[src/rtl/rv32_pipeline_ctrl.sv]
// ---------------------------------------------------------------------------
// rv32_pipeline_ctrl
// Central stall/flush controller for the 5-stage rv32 pipeline
// (fetch, decode, execute, mem, writeback).
//
// Parameters
//   MEM_TIMEOUT          max cycles a mem access may wait on data_ready (>=1)
//
// Ports
//   clk, reset           clock, synchronous active-high reset
//   decode_rs1/rs2       source register indices of the instruction in decode
//   execute_mem_read_en  instruction entering execute is a load
//   execute_rd           destination of the instruction entering execute
//   mem_read_en/write_en mem-stage instruction is a load / store
//   data_ready           data bus completes the mem-stage access this cycle
//   branch_taken         mem-stage branch resolved taken
//   instr_ready          instruction bus returns a fetch word this cycle
//   stall_*              hold the named pipeline register (combinational)
//   flush_*              load a bubble into the named register (combinational)
//   bus_error            registered one-cycle pulse after an access timeout
//   stall_count          registered count of cycles with stall_fetch=1
// ---------------------------------------------------------------------------
module rv32_pipeline_ctrl #(
    parameter int MEM_TIMEOUT = 256
) (
    input  logic        clk,
    input  logic        reset,
    input  logic [4:0]  decode_rs1,
    input  logic [4:0]  decode_rs2,
    input  logic        execute_mem_read_en,
    input  logic [4:0]  execute_rd,
    input  logic        mem_read_en,
    input  logic        mem_write_en,
    input  logic        data_ready,
    input  logic        branch_taken,
    input  logic        instr_ready,
    output logic        stall_fetch,
    output logic        stall_decode,
    output logic        stall_execute,
    output logic        stall_mem,
    output logic        flush_decode,
    output logic        flush_execute,
    output logic        flush_mem,
    output logic        flush_writeback,
    output logic        bus_error,
    output logic [31:0] stall_count
);

    localparam int CW = $clog2(MEM_TIMEOUT + 1);
    localparam logic [CW-1:0] CNT_ZERO  = {CW{1'b0}};
    localparam logic [CW-1:0] CNT_ONE   = {{(CW-1){1'b0}}, 1'b1};
    localparam logic [CW-1:0] CNT_LIMIT = CW'(MEM_TIMEOUT);

    typedef enum logic [1:0] {
        ST_RUN      = 2'd0,
        ST_MEM_WAIT = 2'd1,
        ST_TIMEOUT  = 2'd2
    } state_t;

    state_t          state_q, state_d;
    logic [CW-1:0]   wait_cnt_q, wait_cnt_d;
    logic            bus_error_q, bus_error_d;
    logic [31:0]     stall_count_q, stall_count_d;

    logic mem_access_s;
    logic load_use_s;
    logic bus_wait_s;

    assign mem_access_s = mem_read_en | mem_write_en;
    // x0 is hardwired to zero, so a load targeting it can never create a hazard.
    assign load_use_s   = execute_mem_read_en & (|execute_rd) &
                          ((execute_rd == decode_rs1) | (execute_rd == decode_rs2));
    // A first-cycle access with data_ready=1 completes immediately and never waits.
    assign bus_wait_s   = ((state_q == ST_RUN) & mem_access_s & ~data_ready) |
                          ((state_q == ST_MEM_WAIT) & ~data_ready);

    // Bus-wait FSM next state, wait counter and timeout pulse.
    always_comb begin
        state_d     = state_q;
        wait_cnt_d  = wait_cnt_q;
        bus_error_d = 1'b0;
        case (state_q)
            ST_RUN: begin
                if (mem_access_s && !data_ready) begin
                    state_d    = ST_MEM_WAIT;
                    wait_cnt_d = CNT_ONE;
                end else begin
                    state_d    = ST_RUN;
                end
            end
            ST_MEM_WAIT: begin
                if (data_ready) begin
                    state_d    = ST_RUN;
                end else if (wait_cnt_q == CNT_LIMIT) begin
                    state_d    = ST_TIMEOUT;
                end else begin
                    wait_cnt_d = wait_cnt_q + CNT_ONE;
                end
            end
            ST_TIMEOUT: begin
                bus_error_d = 1'b1;
                state_d     = ST_RUN;
                wait_cnt_d  = CNT_ZERO;
            end
            default: begin
                state_d    = ST_RUN;
                wait_cnt_d = CNT_ZERO;
            end
        endcase
    end

    // Stall/flush decode; rows are evaluated in priority order.
    always_comb begin
        stall_fetch     = 1'b0;
        stall_decode    = 1'b0;
        stall_execute   = 1'b0;
        stall_mem       = 1'b0;
        flush_decode    = 1'b0;
        flush_execute   = 1'b0;
        flush_mem       = 1'b0;
        flush_writeback = 1'b0;
        if (reset) begin
            flush_decode    = 1'b1;
            flush_execute   = 1'b1;
            flush_mem       = 1'b1;
            flush_writeback = 1'b1;
        end else begin
            // Abandoned access must not write back; lower rows still apply.
            if (state_q == ST_TIMEOUT) begin
                flush_writeback = 1'b1;
            end else begin
                flush_writeback = 1'b0;
            end
            if (bus_wait_s) begin
                // The branch (if any) stays parked in mem until the bus releases.
                stall_fetch     = 1'b1;
                stall_decode    = 1'b1;
                stall_execute   = 1'b1;
                stall_mem       = 1'b1;
                flush_writeback = 1'b1;
            end else if (branch_taken) begin
                flush_decode    = 1'b1;
                flush_execute   = 1'b1;
                flush_mem       = 1'b1;
            end else if (load_use_s) begin
                // One bubble suffices: the load reaches mem and forwarding covers the use.
                stall_fetch     = 1'b1;
                stall_decode    = 1'b1;
                flush_execute   = 1'b1;
            end else if (!instr_ready) begin
                stall_fetch     = 1'b1;
                flush_decode    = 1'b1;
            end else begin
                stall_fetch     = 1'b0;
            end
        end
    end

    // Stall cycle counter, wraps naturally at 32 bits.
    always_comb begin
        if (stall_fetch) begin
            stall_count_d = stall_count_q + 32'd1;
        end else begin
            stall_count_d = stall_count_q;
        end
    end

    // State, counters and registered outputs.
    always_ff @(posedge clk) begin
        if (reset) begin
            state_q       <= ST_RUN;
            wait_cnt_q    <= CNT_ZERO;
            bus_error_q   <= 1'b0;
            stall_count_q <= 32'd0;
        end else begin
            state_q       <= state_d;
            wait_cnt_q    <= wait_cnt_d;
            bus_error_q   <= bus_error_d;
            stall_count_q <= stall_count_d;
        end
    end

    assign bus_error   = bus_error_q;
    assign stall_count = stall_count_q;

endmodule

[config.mk]
export PLATFORM = sky130hd
export DESIGN_NAME = rv32_pipeline_ctrl
export DESIGN_NICKNAME = d
export VERILOG_FILES = /design/src/rtl/rv32_pipeline_ctrl.sv
export SDC_FILE = /design/constraint.sdc
export NUM_CORES = 1
export LEC_CHECK = 0
export CAP_MARGIN = 20
export CORE_UTILIZATION = 40
export DETAILED_ROUTE_END_ITERATION = 10
export PLACE_DENSITY = 0.8
export SKIP_CTS_REPAIR_TIMING = 1
export SYNTH_ARGS = -nofsm -noshare
export SYNTH_HDL_FRONTEND = slang
export SYNTH_SLANG_ARGS = --single-unit
[constraint.sdc]
create_clock -name clk -period 2.4 [get_ports clk]
set_input_delay 0.48 -clock clk [delete_from_list [all_inputs] [get_ports clk]]
set_output_delay 0.48 -clock clk [all_outputs]
set_load 0.01 [all_outputs]
# ---- Yosys cells after proc, flatten, opt, wreduce, memory -nomap -nowiden
# Cells that the tools add are included.
dict set report op_classes {
  n_addsub 2
  n_reduce_logical 5
  n_eq_ne 9
  n_mux 32
  n_bitwise 9
}
# op count
set ops {}
lappend ops {{$add 32x1->32 const B} 1}
lappend ops {{$mux 9} 3}
lappend ops {{$mux 1} 25}
lappend ops {{$pmux 9 s2} 1}
lappend ops {{$eq 5x5->1} 2}
lappend ops {{$add 9x1->9 const B} 1}
lappend ops {{$eq 9x9->1 const B} 1}
lappend ops {{$and 1x1->1} 5}
lappend ops {{$reduce_or 5->1} 1}
lappend ops {{$mux 2} 2}
lappend ops {{$ne 2x2->1 const B} 2}
lappend ops {{$pmux 2 s2} 1}
lappend ops {{$ne 3x2->1 const B} 1}
lappend ops {{$or 1x1->1} 3}
lappend ops {{$reduce_and 3->1} 1}
lappend ops {{$eq 2x1->1 const B} 1}
lappend ops {{$eq 2x2->1 const B} 1}
lappend ops {{$logic_not 2->1} 1}
lappend ops {{$ne 2x1->1 const B} 1}
lappend ops {{$logic_and 1x1->1} 1}
lappend ops {{$logic_not 1->1} 1}
lappend ops {{$not 1->1} 1}
dict set report word_totals {
  out_inout_bits 41
  reg_bits 44
  word_cells 61
}

# ---- Logic depth before layout (Yosys ltp)
# Gate-level depths: netlist of the first run.
dict set report depth {
  word_depth 7
  depth_mapped 9
  depth_no_buf 8
}

# ---- Least setup slack after synthesis of the first run
# No wires, ideal clock.
dict set report synth_timing {
  path_kind {in2out}
  startpoint {input execute_rd[1]}
  endpoint {output stall_fetch}
  n_path_buf 2
  setup_slack_ps 97
  required_time_ps 1920
  arrival_time_ps 1823
  stages 7
  cell_sequence {or4_1 > o21ai_1 > nor2_1 > a21oi_4 > buf_4 > buf_6 > nor2_1}
}
dict set report synth_via {
  elab_chain_len 7
  word_cells_on_any_way 10
  cone_classes {eq/ne (2); mux (4); bitwise (3); reduce/logical (1)}
}
# element line_no
set synth_rtl {}
lappend synth_rtl {{start: declaration} 31} ;# input logic [4:0] execute_rd,
lappend synth_rtl {{$eq 5x5->1 or $reduce_or 5->1 (tied branches)} {72, 71}}
lappend synth_rtl {{$or 1x1->1 or $and 1x1->1 (tied branches)} {72, 71}}
lappend synth_rtl {{$and 1x1->1 (*)} 71} ;# assign load_use_s = execute_mem_read_en & (|execute_rd) &
lappend synth_rtl {{$mux 1 (*)} 145} ;# end else if (load_use_s) begin
lappend synth_rtl {{$mux 1 (*)} 141} ;# end else if (branch_taken) begin
lappend synth_rtl {{$mux 1 (*)} 134} ;# if (bus_wait_s) begin
lappend synth_rtl {{$mux 1 (*)} 122} ;# if (reset) begin
lappend synth_rtl {{end: declaration} 37} ;# output logic stall_fetch,
# Every way passes the cells marked *; elsewhere a longest branch is shown, timed or not.

# ---- Final worst setup path of the first run
dict set report layout_timing {
  startpoint {input mem_read_en}
  endpoint {output flush_mem}
}
dict set report layout_via {
  elab_chain_len 6
}
# element line_no
set layout_rtl {}
lappend layout_rtl {{start: declaration} 32} ;# input logic mem_read_en,
lappend layout_rtl {{$or 1x1->1} 69} ;# assign mem_access_s = mem_read_en | mem_write_en;
lappend layout_rtl {{$and 1x1->1 (2 in series)} 74} ;# assign bus_wait_s = ((state_q == ST_RUN) & mem_access_s & ~data_ready) |
lappend layout_rtl {{$or 1x1->1} 74}
lappend layout_rtl {{$mux 1} 134}
lappend layout_rtl {{$mux 1} 122}
lappend layout_rtl {{end: declaration} 43} ;# output logic flush_mem,
# Every way passes these cells.

==> flow_summary.yaml, run 1 <==
detailed_routing:
  drc: 0
  ant_nets: 0
  viasPerCell: 5.72
  highest_layer: "met4"
  initialDrtViolationCount: 124
  wire_per_inst_um: 13.4
  wl_met3_um: 328
  vias: 2438
  dr_wl_met2_um: 2830
  dr.pass1.iters: 4
  wl_um: 5730
  wl_met1_um: 2550
yosys:
  ys.flop_type: "dfxtp_1"
  ys_warn_count: 0
  yosysUniqueCellTypes: 39
  synth_area_per_cell_sq_um: 8.39
  synth_edf_count: 0
  syn_area_sq_um: 2410
  synth_nets: 313
  ys_seq_elements: 44
  synth.yosys.seq_area_share_pct: 36.6
  synthArstFlopShare_pct: 0
  synthCells: 287
sta:
  setup-tns-final_ps: 0
  clock_skew_ps: 6.89
  slew_violations: 0
  relSlewSlack_pct: 72.5
  tightest_slew_ps: 407
  max_freq_ghz: 0.424
  fin_ws_ps: 43.4
  hold_viol: 0
  period_share_pct: 98.2
  period_minus_slack_ps: 2360
  setup_violations: 0
  grt_setup_unrepaired: "yes"
grt:
  grtUsageTotal_pct: 19.2
  grt_pass1_wl_um: 9850
  overflow: 0
  antenna_found_initial: 0
  grt_max_degree: 63
  grt_pass1_vias: 2261
worst_setup_path:
  critPathLaunchType: "primary input"
  crit_arrival_ps: 1880
  worstPathCellList: "clkdlybuf4s50_1 -> nor3_2 -> or3_4 -> buf_6 -> a21o_1 -> dlymetal6s2s_1"
  ff2ff_setup_slack_ps: 370
  required_ps: 1920
  crit_slowest_cell: "clkdlybuf4s50_1"
  path_max_fanout: 6
  slowest_delay_ps: 500
  cp-end-kind: "primary output"
  critPathKind: "in2out"
clock_network:
  clkTransAtPathRegs_ps: 90
  cts_buffers: 5
  clock_path_buffers: 2
  insertion_delay_ps: 300
  root_buffer: "clkbuf_8"
  htree_levels: 2
  cts_tree: "built"
  cts.sinks: 44
cells_and_area:
  instances_no_fill: 426
  drive_above_1_share_pct: 11.0
  most-common-layout-cells: "44 x dfxtp_1, 44 x clkdlybuf4s50_1, 32 x a21oi_1"
  area_delta_synth_final_pct: 37.7
  fin_nets: 379
  fill_cells: 498
  design_area_sq_um: 3320
  antenna_cells: 0
placed_design:
  place_inst: 418
  port_buffers: 63
  dp_hpwl_um: 4040
  place_area_sq_um: 3130
  place_ws_ps: -569
  globalplace.congestion: 0.808
floorplan:
  dieArea_sq_um: 6340
  start_util_pct: 42.7
  coreArea_sq_um: 5640
  rows: 27
  dieHeight_um: 79.6
  io_pins: 64
  die-width_um: 79.6
power:
  p_leak_uw: 0.00122
  vdd_drop_max_uv: 216
  power_density_nw_per_um2: 471
min_path:
  hold_path_class: "reg2reg"
flow_run:
  max-cap-violations: 0
status:
  status: "complete, no violations"
[sequential cells by signal, indices dropped and copies added, names as in the netlist]
register,flops
stall_count,32
wait_cnt_q,9
state_q,2
bus_error,1
[area by class of cell]
class	instances	area (sq um)	share of cell area, %
Multi-Input combinational cell	219	1440	43.4
Timing Repair Buffer	78	764	23.1
Tap cell	72	90.1	2.72
Clock buffer	6	82.6	2.49
Clock inverter	2	38.8	1.17
Inverter	5	18.8	0.566
Sequential cell	44	881	26.6
[where the power goes]
part	switching [uW]	leakage [uW]	internal (uW)
sequential	9.83	0.000355	737
combinational	103	0.000806	103
clock	267	0.0000614	341
total	380	0.00122	1180
[worst max-delay path: cells and delay by family]
kind	cells	cell delay [ps]
AOI/OAI and AO/OA	1	170
buffers and inverters	3	800
and+or+nand+nor	2	420
[path summary, 6_finish.rpt]
check,endpoint,from,cells after the start
worst min register to register,stall_count[31],stall_count[31],2
worst min-delay path,stall_count[31],stall_count[31],2
worst max-delay path,flush_mem,mem_read_en,6
worst max register to register,stall_count[30],stall_count[17],6
[layer usage]
layer	up-vias	global-route usage, %
met5	-	0
met4	0	4.00
met3	4	4.11
met2	75	34.8
met1	1149	22.9
li1	1210	-
[cells in the mapped netlist (all sizes together), types with 8 or more instances]
master,number,area share [%]
xnor2,10,3.6
nor2,15,2.4
or3,13,3.4
a21oi,33,7.3
or4,20,6.2
o21ai,16,3.8
xor2,8,2.9
buf,8,3.1
nand2,13,2.0
o31ai,19,5.9
nand4,12,3.1
and3,9,2.3
clkbuf,11,1.7
nand3,20,4.2
dfxtp,44,37
[kinds of logic (layout without fill, tap and decap cells)]
kind of cell | after synthesis | after routing | share of synthesized area [%]
adders and majority gates | 3 | 3 | 1.56
DFF | 44 | 44 | 36.6
xor gates and xnor gates | 18 | 18 | 6.55
and+or+nand+nor | 120 | 120 | 29.0
muxes | 1 | 1 | 0.416
buffers and inverters | 24 | 91 | 5.61
AOI/OAI and AO/OA | 77 | 77 | 20.3
[stage by stage]
step	util, %	hold WS (ps)	total power [uW]
finish	58.8	482	1560
global route	58.8	519	1630
CTS	57.6	486	1580
detailed placement	55.4	473	968
global placement	55.4	469	965
floorplan	-	472	878
No activity file was read; power rests on OpenSTA's default activity.
==> inputs of run 2 (changes only) <==
Settings changed: CORE_UTILIZATION 40 to 46, PLACE_DENSITY 0.8 to 0.88.
==> run 2 against run 1 <==
Maximum frequency is 1.5% lower. Sequential power about the same. Routed wire length up 19%. First-iteration DRC count up 60%. Critical endpoint is now flush_decode. Clock skew rose by 3.0 ps. Highest routed layer unchanged. Worst hold slack better by 15 ps. Power down 0.95%.
==> flow_summary.yaml, run 2 (synthesis results as in run 1) <==
cells_and_area:
  fin_nets: 385
  final_common_cell: "dfxtp_1"
  most-common-layout-cells: "44 x dfxtp_1, 42 x clkdlybuf4s50_1, 32 x a21oi_1"
  area_delta_synth_final_pct: 38.2
  antenna_cells: 0
  seq_area_sq_um: 881
  largest_reg_flops: 32
  design_area_sq_um: 3330
  instances_no_fill: 427
  drive_above_1_share_pct: 11.4
  multi_input_comb_area_sq_um: 1420
  fill_cells: 385
clock_network:
  insertion_delay_ps: 310
  cts_buffers: 5
  clkTransAtPathRegs_ps: 90
  clock_path_buffers: 2
  root_buffer: "clkbuf_8"
  cts_tree: "built"
  cts.sinks: 44
  htree_levels: 2
detailed_routing:
  ant_nets: 0
  vias: 2552
  wl_um: 6810
  dr.pass1.iters: 4
  initialDrtViolationCount: 199
  viasPerCell: 5.98
  drc: 0
  wire_per_inst_um: 16.0
grt:
  overflow: 0
  grt_pass1_wl_um: 10600
  antenna_found_initial: 0
  grt_pass1_vias: 2378
  grt_max_degree: 63
  grtUsageTotal_pct: 24.8
floorplan:
  dieHeight_um: 74.4
  rows: 25
  coreArea_sq_um: 4880
  io_pins: 64
  die-width_um: 74.4
  start_util_pct: 49.4
  dieArea_sq_um: 5530
sta:
  slew_violations: 0
  period_share_pct: 99.7
  period_minus_slack_ps: 2390
  hold_slack_ps: 497
  relSlewSlack_pct: 64.7
  hold_viol: 0
  setup_violations: 0
  max_freq_ghz: 0.418
  clock_skew_ps: 9.93
  grt_setup_unrepaired: "yes"
  tightest_slew_ps: 530
power:
  vdd_drop_max_uv: 317
  internal-power_uw: 1150
  p_leak_uw: 0.00128
  p_clk_share_pct: 37.4
  swShare_pct: 25.4
  pwr-share-seq_pct: 48.5
  p_comb_share_pct: 14.1
  power_density_nw_per_um2: 465
  p_sw_uw: 393
worst_setup_path:
  cp-end-kind: "primary output"
  critPathKind: "in2out"
  crit_arrival_ps: 1910
  critPathLaunchType: "primary input"
  path_max_fanout: 3
  required_ps: 1920
placed_design:
  place_area_sq_um: 3150
  globalplace.congestion: 0.860
  dp_hpwl_um: 4570
  place_inst: 417
  port_buffers: 63
flow_run:
  max-cap-violations: 0
status:
  status: "complete, no violations"
min_path:
  hold_path_class: "reg2reg"
==> run 2: per-stage QoR <==
stage          util, %  total power [uW]  TNS, ps  setup WS, ps
2_1_floorplan        -               878        0          97.0
3_3_place_gp      64.5               969   -11610          -529
3_5_place_dp      64.5               975   -14510          -595
4_1_cts           66.7              1540    -4600          -618
5_1_grt           68.2              1590     -127         -60.4
6_report          68.2              1550        0          7.99
==> run 2: critical path, stage by stage <==
cell            delay, ps
dlymetal6s2s_1        140
or4_4                 530
o21ai_2               180
buf_4                 150
nor2b_4                40
o21bai_1              130
a21o_1                150
buf_6                 100
==> run 2: final timing paths <==
| path | depth (start not counted) | from | to | slack [ps] |
|---|---|---|---|---|
| worst max register to register | 6 | stall_count[18] | stall_count[30] | 330 |
| worst max-delay path | 8 | execute_rd[1] | flush_decode | 8 |
| worst min register to register | 2 | stall_count[31] | stall_count[31] | 500 |
| worst min-delay path | 2 | stall_count[31] | stall_count[31] | 500 |
==> run 2: metal layers <==
metal	share of wire (%)	vias to the layer above	GRT usage, %
met5	0	-	0
met2	50	87	39.1
met3	4.6	27	5.69
li1	-	1223	-
met4	3.7	0	16.4
met1	42	1215	30.1
==> run 2: power by group through the flow <==
stage / Clock, uW / Sequential, uW / Combinational, uW
floorplan: 0 / 766 / 113
global placement: 0 / 765 / 205
detailed placement: 0 / 765 / 209
CTS: 579 / 749 / 213
global route: 611 / 750 / 234
finish: 579 / 750 / 219
==> run 2: area by class of cell <==
cell class	instances	area share, %
Multi-Input combinational cell	219	42.7
Sequential cell	44	26.5
Timing Repair Buffer	84	24.5
Tap cell	67	2.52
Clock buffer	6	2.18
Clock inverter	2	1.05
Inverter	5	0.564
==> inputs of run 3 (changes only) <==
Settings changed: CAP_MARGIN 20 to not set.
==> results of run 3 <==
Final layout, timing and power as in run 2 (identical DEF).
